[src/rtl/axil_rd_slv_if.sv]
// AXI-Lite read channel bundle (AR + R) between one master and one slave.
//   ar_valid/ar_addr/ar_ready : read address handshake
//   r_valid/r_data/r_resp/r_ready : read response handshake
interface axil_rd_slv_if;
    logic        ar_valid;
    logic [31:0] ar_addr;
    logic        ar_ready;
    logic        r_valid;
    logic [31:0] r_data;
    logic [1:0]  r_resp;
    logic        r_ready;

    modport master (
        output ar_valid, ar_addr, r_ready,
        input  ar_ready, r_valid, r_data, r_resp
    );

    modport slave (
        input  ar_valid, ar_addr, r_ready,
        output ar_ready, r_valid, r_data, r_resp
    );
endinterface

[src/rtl/axil_rd_slv.sv]
// AXI-Lite read-only slave in front of a single-cycle-latency backing memory.
// One transaction at a time; a programmable (fixed or LFSR-driven) delay is
// inserted between address acceptance and the memory access.
//   clk_i       : clock, all state on rising edge
//   rst_i       : synchronous active-high reset
//   slv         : AR/R channel (slave modport)
//   mem_en_o    : one-cycle memory read strobe
//   mem_addr_o  : word-aligned memory address (0 when not strobing)
//   mem_rdata_i : memory data, valid the cycle after mem_en_o
module axil_rd_slv #(
    parameter int unsigned LAT_MODE  = 0,
    parameter int unsigned FIX_LAT   = 1,
    parameter logic [31:0] BASE_ADDR = 32'h8000_0000,
    parameter logic [31:0] MEM_SIZE  = 32'h0800_0000
) (
    input  logic               clk_i,
    input  logic               rst_i,
    axil_rd_slv_if.slave       slv,
    output logic               mem_en_o,
    output logic [31:0]        mem_addr_o,
    input  logic [31:0]        mem_rdata_i
);

    localparam logic [1:0]  RespOkay   = 2'b00;
    localparam logic [1:0]  RespSlvErr = 2'b10;
    localparam logic [1:0]  RespDecErr = 2'b11;
    localparam logic [3:0]  FixLat     = 4'(FIX_LAT);
    // 33-bit window bounds so BASE_ADDR + MEM_SIZE cannot wrap.
    localparam logic [32:0] WinLo      = {1'b0, BASE_ADDR};
    localparam logic [32:0] WinHi      = {1'b0, BASE_ADDR} + {1'b0, MEM_SIZE};

    typedef enum logic [3:0] {
        StIdle  = 4'b0001,
        StDelay = 4'b0010,
        StMem   = 4'b0100,
        StResp  = 4'b1000
    } state_e;

    state_e      state_q, state_d;
    logic [3:0]  cnt_q, cnt_d;
    logic [3:0]  lfsr_q, lfsr_d;
    logic [29:0] addr_q, addr_d;
    logic [1:0]  err_q, err_d;
    logic [31:0] data_q, data_d;
    logic [1:0]  resp_q, resp_d;

    logic [32:0] ar_addr_ext;
    logic        dec_err;
    logic [1:0]  err_code;
    logic [3:0]  lat_load;
    logic        mem_en;

    // Address classification; DECERR wins over misalignment.
    always_comb begin
        ar_addr_ext = {1'b0, slv.ar_addr};
        dec_err     = (ar_addr_ext < WinLo) || (ar_addr_ext >= WinHi);
        if (dec_err) begin
            err_code = RespDecErr;
        end else if (slv.ar_addr[1:0] != 2'b00) begin
            err_code = RespSlvErr;
        end else begin
            err_code = RespOkay;
        end
    end

    // x^4 + x^3 + 1, maximal length: cycles through 1..15, never zero.
    assign lfsr_d   = {lfsr_q[2:0], lfsr_q[3] ^ lfsr_q[2]};
    assign lat_load = (LAT_MODE == 0) ? FixLat : lfsr_q;

    always_comb begin
        state_d       = state_q;
        cnt_d         = cnt_q;
        addr_d        = addr_q;
        err_d         = err_q;
        data_d        = data_q;
        resp_d        = resp_q;
        slv.ar_ready  = 1'b0;
        slv.r_valid   = 1'b0;
        mem_en        = 1'b0;

        unique case (state_q)
            StIdle: begin
                slv.ar_ready = 1'b1;
                if (slv.ar_valid) begin
                    addr_d  = slv.ar_addr[31:2];
                    err_d   = err_code;
                    cnt_d   = lat_load;
                    state_d = StDelay;
                end
            end
            StDelay: begin
                if (cnt_q != 4'd0) begin
                    cnt_d = cnt_q - 4'd1;
                end else if (err_q != RespOkay) begin
                    // Error responses skip the memory entirely.
                    data_d  = 32'd0;
                    resp_d  = err_q;
                    state_d = StResp;
                end else begin
                    mem_en  = 1'b1;
                    state_d = StMem;
                end
            end
            StMem: begin
                data_d  = mem_rdata_i;
                resp_d  = RespOkay;
                state_d = StResp;
            end
            StResp: begin
                slv.r_valid = 1'b1;
                if (slv.r_ready) begin
                    state_d = StIdle;
                end
            end
            default: begin
                state_d = StIdle;
            end
        endcase
    end

    always_ff @(posedge clk_i) begin
        if (rst_i) begin
            state_q <= StIdle;
            cnt_q   <= 4'd0;
            lfsr_q  <= 4'b1000;
            addr_q  <= '0;
            err_q   <= RespOkay;
            data_q  <= 32'd0;
            resp_q  <= RespOkay;
        end else begin
            state_q <= state_d;
            cnt_q   <= cnt_d;
            lfsr_q  <= lfsr_d;
            addr_q  <= addr_d;
            err_q   <= err_d;
            data_q  <= data_d;
            resp_q  <= resp_d;
        end
    end

    assign slv.r_data  = data_q;
    assign slv.r_resp  = resp_q;
    assign mem_en_o    = mem_en;
    assign mem_addr_o  = mem_en ? {addr_q, 2'b00} : 32'd0;

endmodule

[src/flat_wrapper.sv]
// flat-port wrapper written by rule: the top's interface ports become plain ports
module axil_rd_slv_flat 
#(
    parameter int unsigned LAT_MODE  = 0,
    parameter int unsigned FIX_LAT   = 1,
    parameter logic [31:0] BASE_ADDR = 32'h8000_0000,
    parameter logic [31:0] MEM_SIZE  = 32'h0800_0000
)
  (clk_i, rst_i, mem_en_o, mem_addr_o, mem_rdata_i, slv_ar_valid, slv_ar_addr, slv_r_ready, slv_ar_ready, slv_r_valid, slv_r_data, slv_r_resp);
  axil_rd_slv_if slv_i ();
  input  logic clk_i;
  input  logic rst_i;
  output logic mem_en_o;
  output logic [31:0] mem_addr_o;
  input  logic [31:0] mem_rdata_i;
  input wire logic [$bits(slv_i.ar_valid)-1:0] slv_ar_valid;
  input wire logic [$bits(slv_i.ar_addr)-1:0] slv_ar_addr;
  input wire logic [$bits(slv_i.r_ready)-1:0] slv_r_ready;
  output wire logic [$bits(slv_i.ar_ready)-1:0] slv_ar_ready;
  output wire logic [$bits(slv_i.r_valid)-1:0] slv_r_valid;
  output wire logic [$bits(slv_i.r_data)-1:0] slv_r_data;
  output wire logic [$bits(slv_i.r_resp)-1:0] slv_r_resp;
  assign slv_i.ar_valid = slv_ar_valid;
  assign slv_i.ar_addr = slv_ar_addr;
  assign slv_i.r_ready = slv_r_ready;
  assign slv_ar_ready = slv_i.ar_ready;
  assign slv_r_valid = slv_i.r_valid;
  assign slv_r_data = slv_i.r_data;
  assign slv_r_resp = slv_i.r_resp;
  axil_rd_slv #(.LAT_MODE(LAT_MODE), .FIX_LAT(FIX_LAT), .BASE_ADDR(BASE_ADDR), .MEM_SIZE(MEM_SIZE)) u_core (.clk_i(clk_i), .rst_i(rst_i), .slv(slv_i), .mem_en_o(mem_en_o), .mem_addr_o(mem_addr_o), .mem_rdata_i(mem_rdata_i));
endmodule
[config.mk]
export PLATFORM = sky130hd
export DESIGN_NAME = axil_rd_slv_flat
export DESIGN_NICKNAME = d
export VERILOG_FILES = /design/src/rtl/axil_rd_slv_if.sv /design/src/rtl/axil_rd_slv.sv /design/src/flat_wrapper.sv
export SDC_FILE = /design/constraint.sdc
export NUM_CORES = 1
export LEC_CHECK = 0
export BUFFER_PORTS_ARGS = -buffer_cell sky130_fd_sc_hd__buf_2
export CORE_MARGIN = 2
export CORE_UTILIZATION = 50
export DETAILED_ROUTE_END_ITERATION = 8
export HOLD_SLACK_MARGIN = 0.12
export PLACE_DENSITY = 0.88
export SLEW_MARGIN = 40
export SYNTH_ARGS = -nofsm -noshare
export SYNTH_HDL_FRONTEND = slang
export SYNTH_SLANG_ARGS = --single-unit
[constraint.sdc]
create_clock -name clk_i -period 3.4 [get_ports clk_i]
set_input_delay 0.34 -clock clk_i [delete_from_list [all_inputs] [get_ports clk_i]]
set_output_delay 0.34 -clock clk_i [all_outputs]
set_load 0.1 [all_outputs]
### Word-level counts from Yosys, hierarchy flattened

Cells that the tools add are included.

* $add $sub $neg: 1
* mux-type cells: 22
* reductions and logical operators: 10
* $lt $le $gt $ge: 2
* equality and inequality tests: 9

Operators with widths (number)
* $mux W32: 3
* $pmux W32 S2: 1
* $ge A32 B32 Y1 const B: 1
* $lt A32 B32 Y1 const B: 1
* $mux W4: 6
* $pmux W4 S4: 1
* $reduce_and A3 Y1: 3
* $mux W2: 4
* $pmux W4 S2: 1
* $reduce_bool A2 Y1: 4
* $ne A2 B2 Y1 const B: 3
* $mux W1: 5
* $eq A4 B1 Y1 const B: 1
* $eq A4 B2 Y1 const B: 1
* $eq A4 B3 Y1 const B: 1
* $eq A4 B4 Y1 const B: 1
* $ne A2 B1 Y1 const B: 2
* $pmux W2 S2: 1
* $reduce_bool A4 Y1: 1
* $sub A4 B1 Y4 const B: 1
* $reduce_and A2 Y1: 1
* $logic_or A1 B1 Y1: 1

* logic and storage cells: 50
* bits in registers: 74
* input bits: 68
* output and inout bits: 69

### Depth between registers and ports, before layout

Gate-level depths: netlist of the first run.

* word-level depth: 5
* mapped depth: 6
* gate-level depth less buffers: 5

### Worst setup path after synthesis of the first run

No wires, ideal clock.

* path type: register -> output
* start point: register u_core.cnt_q[0]
* end point: output port mem_addr_o[10]
* data arrival time: 2628 ps
* stages on the path, launching flop included: 7
* data required time: 3060 ps
* path buffers: 1
* setup slack: 432 ps
* cells stage by stage: dfxtp_1 inv_1 ha_1 or3b_2 nor3_2 buf_2 and2_1

* cells in the longest elaborated chain, start to end: 4

RTL lines
* start, declared: RTL line axil_rd_slv.sv:40 `logic [3:0] cnt_q, cnt_d;`
* start signal, assigned: RTL line axil_rd_slv.sv:132 `cnt_q <= cnt_d;`
* $reduce_bool A4 Y1: RTL line axil_rd_slv.sv:92 `if (cnt_q != 4'd0) begin`
* $mux W1: RTL line axil_rd_slv.sv:92
* $mux W1: RTL line axil_rd_slv.sv:81 `unique case (state_q)`
* via mem_en_o: RTL line flat_wrapper.sv:13 `output logic mem_en_o;`
* $mux W32: RTL line axil_rd_slv.sv:144 `assign mem_addr_o = mem_en ? {addr_q, 2'b00} : 32'd0;`
* end, declared: RTL line flat_wrapper.sv:14 `output logic [31:0] mem_addr_o;`

The timed path passes the listed nets, and every way through them passes these cells.

### Final worst setup path of the first run

* start point: register u_core.cnt_q[0]
* end point: output port mem_addr_o[20]

* cells in the longest elaborated chain, start to end: 4

RTL lines (RTL line)
* $reduce_bool A4 Y1: axil_rd_slv.sv:92
* $mux W1: axil_rd_slv.sv:92
* $mux W1: axil_rd_slv.sv:81
* $mux W32: axil_rd_slv.sv:144

No other way between the ends.

==> impl_metrics.tcl, run 1 <==
set metrics [dict create \
    status "completed" \
    synth_cell_type_count 40 \
    rsz0062_at_grt "false" \
    synth_seq_cells 74 \
    first_pass_iters 4 \
    postSynth.asyncResetShare 0 \
    dieWidth_microns 80.93 \
    rr_startpoint "u_core.state_q[3]" \
    initial_core_util 0.5088 \
    yosysSeqAreaShare 0.5006 \
    start_kind "flop" \
    cts_buffer_depth 2 \
    maxSlewViolCount 0 \
    remaining_drc_errors 0 \
    cp_max_fo 31 \
    path_buf_inv 3 \
    synth.area.top_cells "dfxtp_1, a22o_1, and2_1, nand3_1, a21oi_1" \
    layout-drive-gt1-share 0.3610 \
    clkLatencyLatePin_ns 0.33 \
    drt_iter0_drc 177 \
    holdWs_ns 0.2153 \
    synth_top_cell_by_area "dfxtp_1" \
    whs_path_depth 2 \
    core_sq_um 5816 \
    relSlewSlack 0.4783 \
    vias 2858 \
    r2r-end "u_core.err_q[1]" \
    cp.required_ns 3.06 \
    antenna_found_initial 0 \
    hold_class "in2reg" \
    numClockSinks 74 \
    fin_crit_ns 2.913 \
    cap_violations 0 \
    synthCells 322 \
    peakVddDrop_mv 0.2239 \
    grt_usage 0.2203 \
    cts_setup_buffers 0 \
    grt_pass1_vias 2583 \
    routed_wl_microns 7380 \
    whs_endpoint "u_core.slv.r_data[18]" \
    critical-path-top-delay-family "simple AND/OR/NAND/NOR gates" \
    grt-ovfl-total 0 \
    cts_tree "built" \
    cp_cell_sequence "inv_1 -> ha_1 -> or3b_2 -> nor3_2 -> buf_4 -> and2_1 -> buf_2" \
    synth_edf_count 0 \
    dieArea_sq_um 6550 \
    setup_viol 0 \
    hold_viol 0 \
    cts.htree.levels 3 \
    syn_area_sq_um 2959 \
    period_share 0.8566 \
    yosys_most_used_dff "dfxtp_1" \
    die_h_microns 80.93 \
    hpwlAfterDp_microns 5132 \
    vias_per_cell 5.486 \
    cts-buffers-inserted 9 \
    cp-end-kind "primary output" \
    reg2regPathDepth 5 \
    seq_area_sq_um 1481 \
    rows 28 \
    holdCritStartpoint "mem_rdata_i[18]" \
    fin_tns_setup_ns 0 \
    critPathArrivalTime_ns 2.57 \
    cts_hold_buf 0 \
    clkTransAtPathRegs_ns 0.07 \
    n_antenna_cell 0 \
    rrSetupSlack_ns 1.10 \
    antenna_left 0 \
    multi_input_area_sq_um 1330 \
    worst_pin_slew_ns 0.7816 \
    path_class "reg2out" \
    yosysWarnings 0 \
    syn_area_per_cell_sq_um 9.190 \
    p_per_area_nw_per_um2 444.6 \
    synth_top_cell_area_share 0.5006 \
    routabilityCongestion 0.8139 \
    ios 137 \
    cts_root_buf "clkbuf_8" \
    io_buffers 134 \
    skew_ns 0.006090 \
    wl_per_cell_microns 14.17 \
    power_uw 1775 \
    leakage_uw 0.001828 \
    grt_pass1_wl_microns 11410 \
    fin_util 0.6863 \
    fin_nets 511 \
    grt_max_degree 42 \
    cts_resized 0 \
    critPathMaxStageDelay_ns 0.52 \
    fillers 470 \
    cp.depth 7 \
    clock.fmax_mhz 343.3 \
    slowest_stage "or3b_2" \
    syn_to_final_growth_pct 34.88 \
]
-- flip-flops by register name, summed over array words and instances (netlist names) --
name               cells
u_core.state_q         4
u_core.slv.r_resp      2
u_core.slv.r_data     32
u_core.addr_q         30
u_core.cnt_q           4
u_core.err_q           2
-- cells by family (layout without fill, tap and decap cells) --
family                   after synthesis  in the layout  share of synthesized area
AO/OA/AOI/OAI                        112            112                     0.2465
flip-flops                            74             74                     0.5006
buffers and inverters                 41            164                    0.05750
other                                  1              2                   0.001267
AND/OR/NAND/NOR                       91             91                     0.1827
XOR/XNOR                               1              1                   0.002960
adder cells (fa/ha/maj)                2              2                   0.008455
-- synth_stat cells, drive strengths merged, types with 3 or more instances --
cell / n
dfxtp: 74
nand3: 34
a21oi: 33
o21ai: 33
a22o: 32
and2: 31
clkbuf: 22
buf: 10
inv: 9
a211oi: 4
nor2: 4
nor4: 4
nor3: 3
o31ai: 3
-- through the flow --
stage	std cells	instance area, sq um	setup slack, ns
CTS	521	3991	0.4804
floorplan	323	2963	0.4325
global route	521	3991	0.3388
global placement	503	3811	0.9695
finish	521	3991	0.4874
detailed placement	505	3827	0.8532
-- final cells by class --
class | instances | share of cell area
sequential | 74 | 0.3712
multi-input combinational | 208 | 0.3332
timing repair buffer | 139 | 0.2226
clock buffer | 13 | 0.03730
tap | 75 | 0.02351
inverter | 9 | 0.008464
clock inverter | 3 | 0.003762
-- worst max path at each step --
stage | startpoint | to | slack [ns]
6_report | u_core.cnt_q[0] | mem_addr_o[20] | 0.49
4_1_cts | u_core.cnt_q[0] | mem_addr_o[13] | 0.48
5_1_grt | u_core.cnt_q[0] | mem_addr_o[17] | 0.34
3_5_place_dp | u_core.cnt_q[0] | mem_addr_o[13] | 0.85
3_3_place_gp | u_core.cnt_q[0] | mem_addr_o[16] | 0.97
2_1_floorplan | u_core.cnt_q[0] | mem_addr_o[10] | 0.43
-- cell usage in the layout, fill, tap and decap left out, drive strengths merged, types with 2 or more instances in the layout --
| cell type | synthesis | layout |
|---|---|---|
| inv | 9 | 9 |
| nor3 | 3 | 3 |
| and2 | 31 | 31 |
| nor4 | 4 | 4 |
| dfxtp | 74 | 74 |
| a22o | 32 | 32 |
| nor2 | 4 | 4 |
| o31ai | 3 | 3 |
| or4b | 2 | 2 |
| a211oi | 4 | 4 |
| a21oi | 33 | 33 |
| conb | 1 | 2 |
| nor3b | 2 | 2 |
| nor4b | 2 | 2 |
| nand3 | 34 | 34 |
| nand2 | 2 | 2 |
| clkinv | 0 | 3 |
| clkbuf | 22 | 13 |
| o21ai | 33 | 33 |
| buf | 10 | 139 |
| or2 | 2 | 2 |
| ha | 2 | 2 |
-- power by group --
part	leakage, uW	switching [uW]	internal, uW	total (uW)
sequential	0.000602	21.7	904	926
clock	0.0000872	295	282	577
combinational	0.00114	186	86.0	272
total	0.00183	502	1270	1770
-- layer usage --
| layer | GRT usage | share of wire |
|---|---|---|
| met1 | 0.2757 | 0.43 |
| met2 | 0.3612 | 0.47 |
| met3 | 0.04889 | 0.082 |
| met4 | 0.1034 | 0.019 |
| met5 | 0 | 0 |
-- worst reg2reg max path, stage by stage (launching register included) --
cell and delay (ns):
dfxtp_1 0.39, or4b_1 0.53, buf_4 0.24, inv_2 0.46, nand2_1 0.25, a221oi_1 0.34
(Power assumes the default switching activity.)
==> run 2, diff against run 1 <==
CAP_MARGIN = 20   (was not set)
CORE_UTILIZATION = 46   (was 50)
PLACE_DENSITY = 0.82   (was 0.88)
clock period = 3 ns   (was 3.4 ns; I/O delays follow)
==> impl_metrics.tcl, run 2 (synthesis gave the netlist of run 1 again) <==
set metrics [dict create \
    status "completed" \
    clkTransAtPathRegs_ns 0.08 \
    maxSlewViolCount 0 \
    remaining_drc_errors 0 \
    die_h_microns 84.21 \
    hpwlAfterDp_microns 5289 \
    grt_max_degree 35 \
    combPwrFrac 0.146 \
    power_uw 2229 \
    setup_viol 0 \
    leakage_uw 0.001912 \
    critical-path-top-delay-family "simple AND/OR/NAND/NOR gates" \
    core_sq_um 6277 \
    fin_util 0.6960 \
    final_cell_mix "buf_2, dfxtp_1, nand3_1, o21ai_0, a21oi_1" \
    ios 137 \
    dieArea_sq_um 7090 \
    cts_hold_buf 0 \
    fin_nets 513 \
    fin_crit_ns 2.712 \
    cp_cell_sequence "inv_1 -> ha_1 -> or3b_2 -> nor3_2 -> buf_4 -> and2_1 -> buf_12" \
    slowest_stage "or3b_2" \
    path_class "reg2out" \
    dieWidth_microns 84.21 \
    rows 29 \
    cts_resized 0 \
    clock.fmax_mhz 368.7 \
    clkLatencyLatePin_ns 0.35 \
    io_buffers 134 \
    start_kind "flop" \
    worst_pin_slew_ns 0.7638 \
    antenna_found_initial 0 \
    grt_pass1_vias 2574 \
    path_buf_inv 3 \
    vias_per_cell 5.430 \
    routabilityCongestion 0.7981 \
    cap_violations 0 \
    n_antenna_cell 0 \
    drt_iter0_drc 204 \
    switchingPower_uw 619.1 \
    cts_buffer_depth 2 \
    numClockSinks 74 \
    skew_ns 0.01025 \
    cts_setup_buffers 0 \
    grt_pass1_wl_microns 12080 \
    mostFrequentLayoutCell "buf_2" \
    cp-end-kind "primary output" \
    routed_wl_microns 7554 \
    first_pass_iters 4 \
    clkPwrFrac 0.383 \
    cts_tree "built" \
    wl_per_cell_microns 14.39 \
    syn_to_final_growth_pct 47.65 \
    hold_class "in2reg" \
    rsz0062_at_grt "false" \
    layout-drive-gt1-share 0.3683 \
    cp_max_fo 31 \
    p_per_area_nw_per_um2 510.2 \
    initial_core_util 0.4714 \
    cts.htree.levels 3 \
    critPathMaxStageDelay_ns 0.53 \
    cts-buffers-inserted 9 \
    vias 2851 \
    seq_power_share 0.471 \
    fin_tns_setup_ns 0 \
    antenna_left 0 \
    holdWs_ns 0.1548 \
    period_share 0.9040 \
    cp.required_ns 2.70 \
    largest_register_ffs 32 \
    hold_viol 0 \
    p_int_uw 1610 \
    relSlewSlack 0.4902 \
    cts_root_buf "clkbuf_8" \
    grt_usage 0.2098 \
    peakVddDrop_mv 0.2712 \
    switching_share 0.2777 \
    critPathArrivalTime_ns 2.41 \
    fillers 495 \
    grt-ovfl-total 0 \
]
[run 2: cell count changes in the layout (fill, tap and decap cells not counted), moves of 3 or more]
cell	previous run	this run
clkinv_2	3	0
buf_2	122	102
clkbuf_1	3	0
buf_12	12	32
[run 2: stage by stage]
stage	worst slack (ns)	cells	instance area (sq um)
after floorplan	0.07248	323	2963
after global placement	0.7348	509	4144
after detailed placement	0.6481	509	4144
after CTS	0.2649	525	4369
after global routing	0.1449	525	4369
final	0.2880	525	4369
[run 2: final timing paths]
path / start / cells after the start / end / slack (ns)
setup / recovery: u_core.cnt_q[0] / 7 / mem_addr_o[26] / 0.29
hold / removal: mem_rdata_i[26] / 2 / u_core.slv.r_data[26] / 0.15
setup reg to reg: u_core.state_q[0] / 4 / u_core.err_q[1] / 0.91
hold reg to reg: u_core.addr_q[8] / 2 / u_core.addr_q[8] / 0.48
[run 2: area by class of cell]
class                      instances  area [sq um]  share of cell area
inverter                           9         33.78            0.007732
clock buffer                       9         123.9             0.02835
multi-input combinational        208          1329              0.3041
timing repair buffer             141          1204              0.2755
tap                               77         96.34             0.02205
sequential                        74          1481              0.3391
clock inverter                     7         101.3             0.02320
[run 2: power by group through the flow]
stage | Clock [uW] | Combinational, uW | Sequential [uW]
2_1_floorplan | 0 | 209 | 1070
3_3_place_gp | 0 | 312 | 1070
3_5_place_dp | 0 | 322 | 1070
4_1_cts | 869 | 324 | 1050
5_1_grt | 913 | 352 | 1060
6_report | 855 | 325 | 1050
[run 2: layer usage]
metal | GRT usage | wire [microns] | up-vias
met4 | 0.09677 | 151 | 0
met1 | 0.2607 | 3207 | 1295
li1 | - | - | 1404
met3 | 0.05211 | 627 | 14
met5 | 0 | 0 | -
met2 | 0.3434 | 3568 | 138
==> run 3, diff against run 2 <==
GPL_TIMING_DRIVEN = 0   (was not set)
PLACE_DENSITY = 0.79   (was 0.82)
==> impl_metrics.tcl, run 3 (synthesis gave the netlist of run 1 again) <==
set metrics [dict create \
    status "completed" \
    cts_setup_buffers 0 \
    initial_core_util 0.4714 \
    reg2regPathDepth 6 \
    p_int_uw 1684 \
    grt_max_degree 14 \
    placed_cell_area_sq_um 3725 \
    dieWidth_microns 84.21 \
    antenna_found_initial 0 \
    finalNonFillerCells 549 \
    power_uw 2282 \
    clkPwrFrac 0.402 \
    cts_hold_buf 0 \
    clkTransAtPathRegs_ns 0.08 \
    cp_max_fo 10 \
    io_buffers 133 \
    leakage_uw 0.001863 \
    cp_cell_sequence "inv_1 -> ha_1 -> or3b_2 -> nor3_4 -> buf_2 -> and2_1 -> clkbuf_4" \
    vias_per_cell 5.317 \
    fin_crit_ns 2.804 \
    relSlewSlack 0.4492 \
    critPathArrivalTime_ns 2.50 \
    fin_tns_setup_ns 0 \
    cp.required_ns 2.70 \
    first_pass_iters 4 \
    rows 29 \
    maxSlewViolCount 0 \
    seq_area_sq_um 1481 \
    n_antenna_cell 0 \
    drt_iter0_drc 149 \
    cp-end-kind "primary output" \
    skew_ns 0.01019 \
    setup_viol 0 \
    peakVddDrop_mv 0.5004 \
    layout-drive-gt1-share 0.3517 \
    start_kind "flop" \
    multi_input_area_sq_um 1318 \
    vias 2919 \
    combPwrFrac 0.140 \
    critPathMaxStageDelay_ns 0.54 \
    dieArea_sq_um 7090 \
    whs_path_depth 2 \
    hold_viol 0 \
    die_h_microns 84.21 \
    rsz0062_at_grt "false" \
    antenna_left 0 \
    cts.htree.levels 3 \
    cts_tree "built" \
    numClockSinks 74 \
    cts-buffers-inserted 9 \
    ios 137 \
    core_sq_um 6277 \
    cts_buffer_depth 2 \
    fin_nets 537 \
    stdcell_area_sq_um 4046 \
    slowest_stage "or3b_2" \
    worst_pin_slew_ns 0.8243 \
    routabilityCongestion 0.7978 \
    period_share 0.9345 \
    dp_cells 533 \
    clkLatencyLatePin_ns 0.34 \
    place_ws_ns 0.2675 \
    routed_wl_microns 7475 \
    path_class "reg2out" \
    grt_pass1_wl_microns 12430 \
    clock.fmax_mhz 356.7 \
    final_cell_mix "buf_2, dfxtp_1, nand3_1, o21ai_0, a21oi_1" \
    wl_per_cell_microns 13.62 \
    layout_setup_ws_ns 0.1964 \
    syn_to_final_growth_pct 36.74 \
    grt-ovfl-total 0 \
    cap_violations 0 \
    fillers 527 \
    cts_root_buf "clkbuf_8" \
    remaining_drc_errors 0 \
    hpwlAfterDp_microns 5504 \
    switchingPower_uw 598.2 \
    grt_usage 0.2147 \
    hold_class "in2reg" \
    grt_pass1_vias 2750 \
    largest_register_ffs 32 \
    p_per_area_nw_per_um2 563.9 \
    seq_power_share 0.458 \
    switching_share 0.2621 \
    mostFrequentLayoutCell "buf_2" \
]
run 3: cell count changes in the layout (fill, tap and decap cells not counted), sizes merged:
cell      previous run  this run
buf                141       134
bufinv               2         3
clkbuf               9        41
clkinv               1         2
clkinvlp             2         0
inv                 11        10
run 3: worst paths after layout:
path | slack, ns | startpoint | end
worst max register to register | 0.60 | u_core.cnt_q[0] | u_core.slv.r_data[18]
worst max-delay path | 0.20 | u_core.cnt_q[0] | mem_addr_o[9]
worst min-delay path | 0.17 | mem_rdata_i[31] | u_core.slv.r_data[31]
worst min register to register | 0.47 | u_core.addr_q[18] | u_core.addr_q[18]
run 3: critical path: cells and delay by family, from the launching register on:
kind	cells	cell delay (ns)
flip-flops	1	0.33
adder cells (fa/ha/maj)	1	0.20
AND/OR/NAND/NOR	3	0.96
buffers and inverters	3	0.68
run 3: final cells by class:
cell class                 count  area share
timing repair buffer         133      0.1824
clock inverter                 6     0.02783
buffer                        32     0.03432
multi-input combinational    208      0.3256
sequential                    74      0.3661
tap                           77     0.02381
inverter                       9    0.008349
clock buffer                  10     0.03154
run 3: metrics by stage:
step	hold WS [ns]	utilization
after floorplan	0.4257	-
final	0.1654	0.6446
after global routing	0.1523	0.6446
after CTS	0.1492	0.6396
after global placement	0.4551	0.5934
after detailed placement	0.4579	0.5934
run 3: power groups by stage:
stage	Combinational, uW	Sequential (uW)	Clock [uW]
after floorplan	209	1070	0
after global placement	308	1070	0
after detailed placement	314	1070	0
after CTS	316	1040	937
after global routing	353	1050	982
final	319	1050	917
run 3: routing by layer:
metal	share of wire	GRT usage	vias up
met2	0.47	0.3384	122
met1	0.43	0.2731	1336
met5	0	0	-
met3	0.088	0.06195	10
met4	0.013	0.09824	0
li1	-	-	1451
run 3: timing repair:
action	CTS	global route
setup endpoints to repair	20	29
endpoints found under the hold margin	0	0
gates resized for setup	20	14
gates cloned	0	0
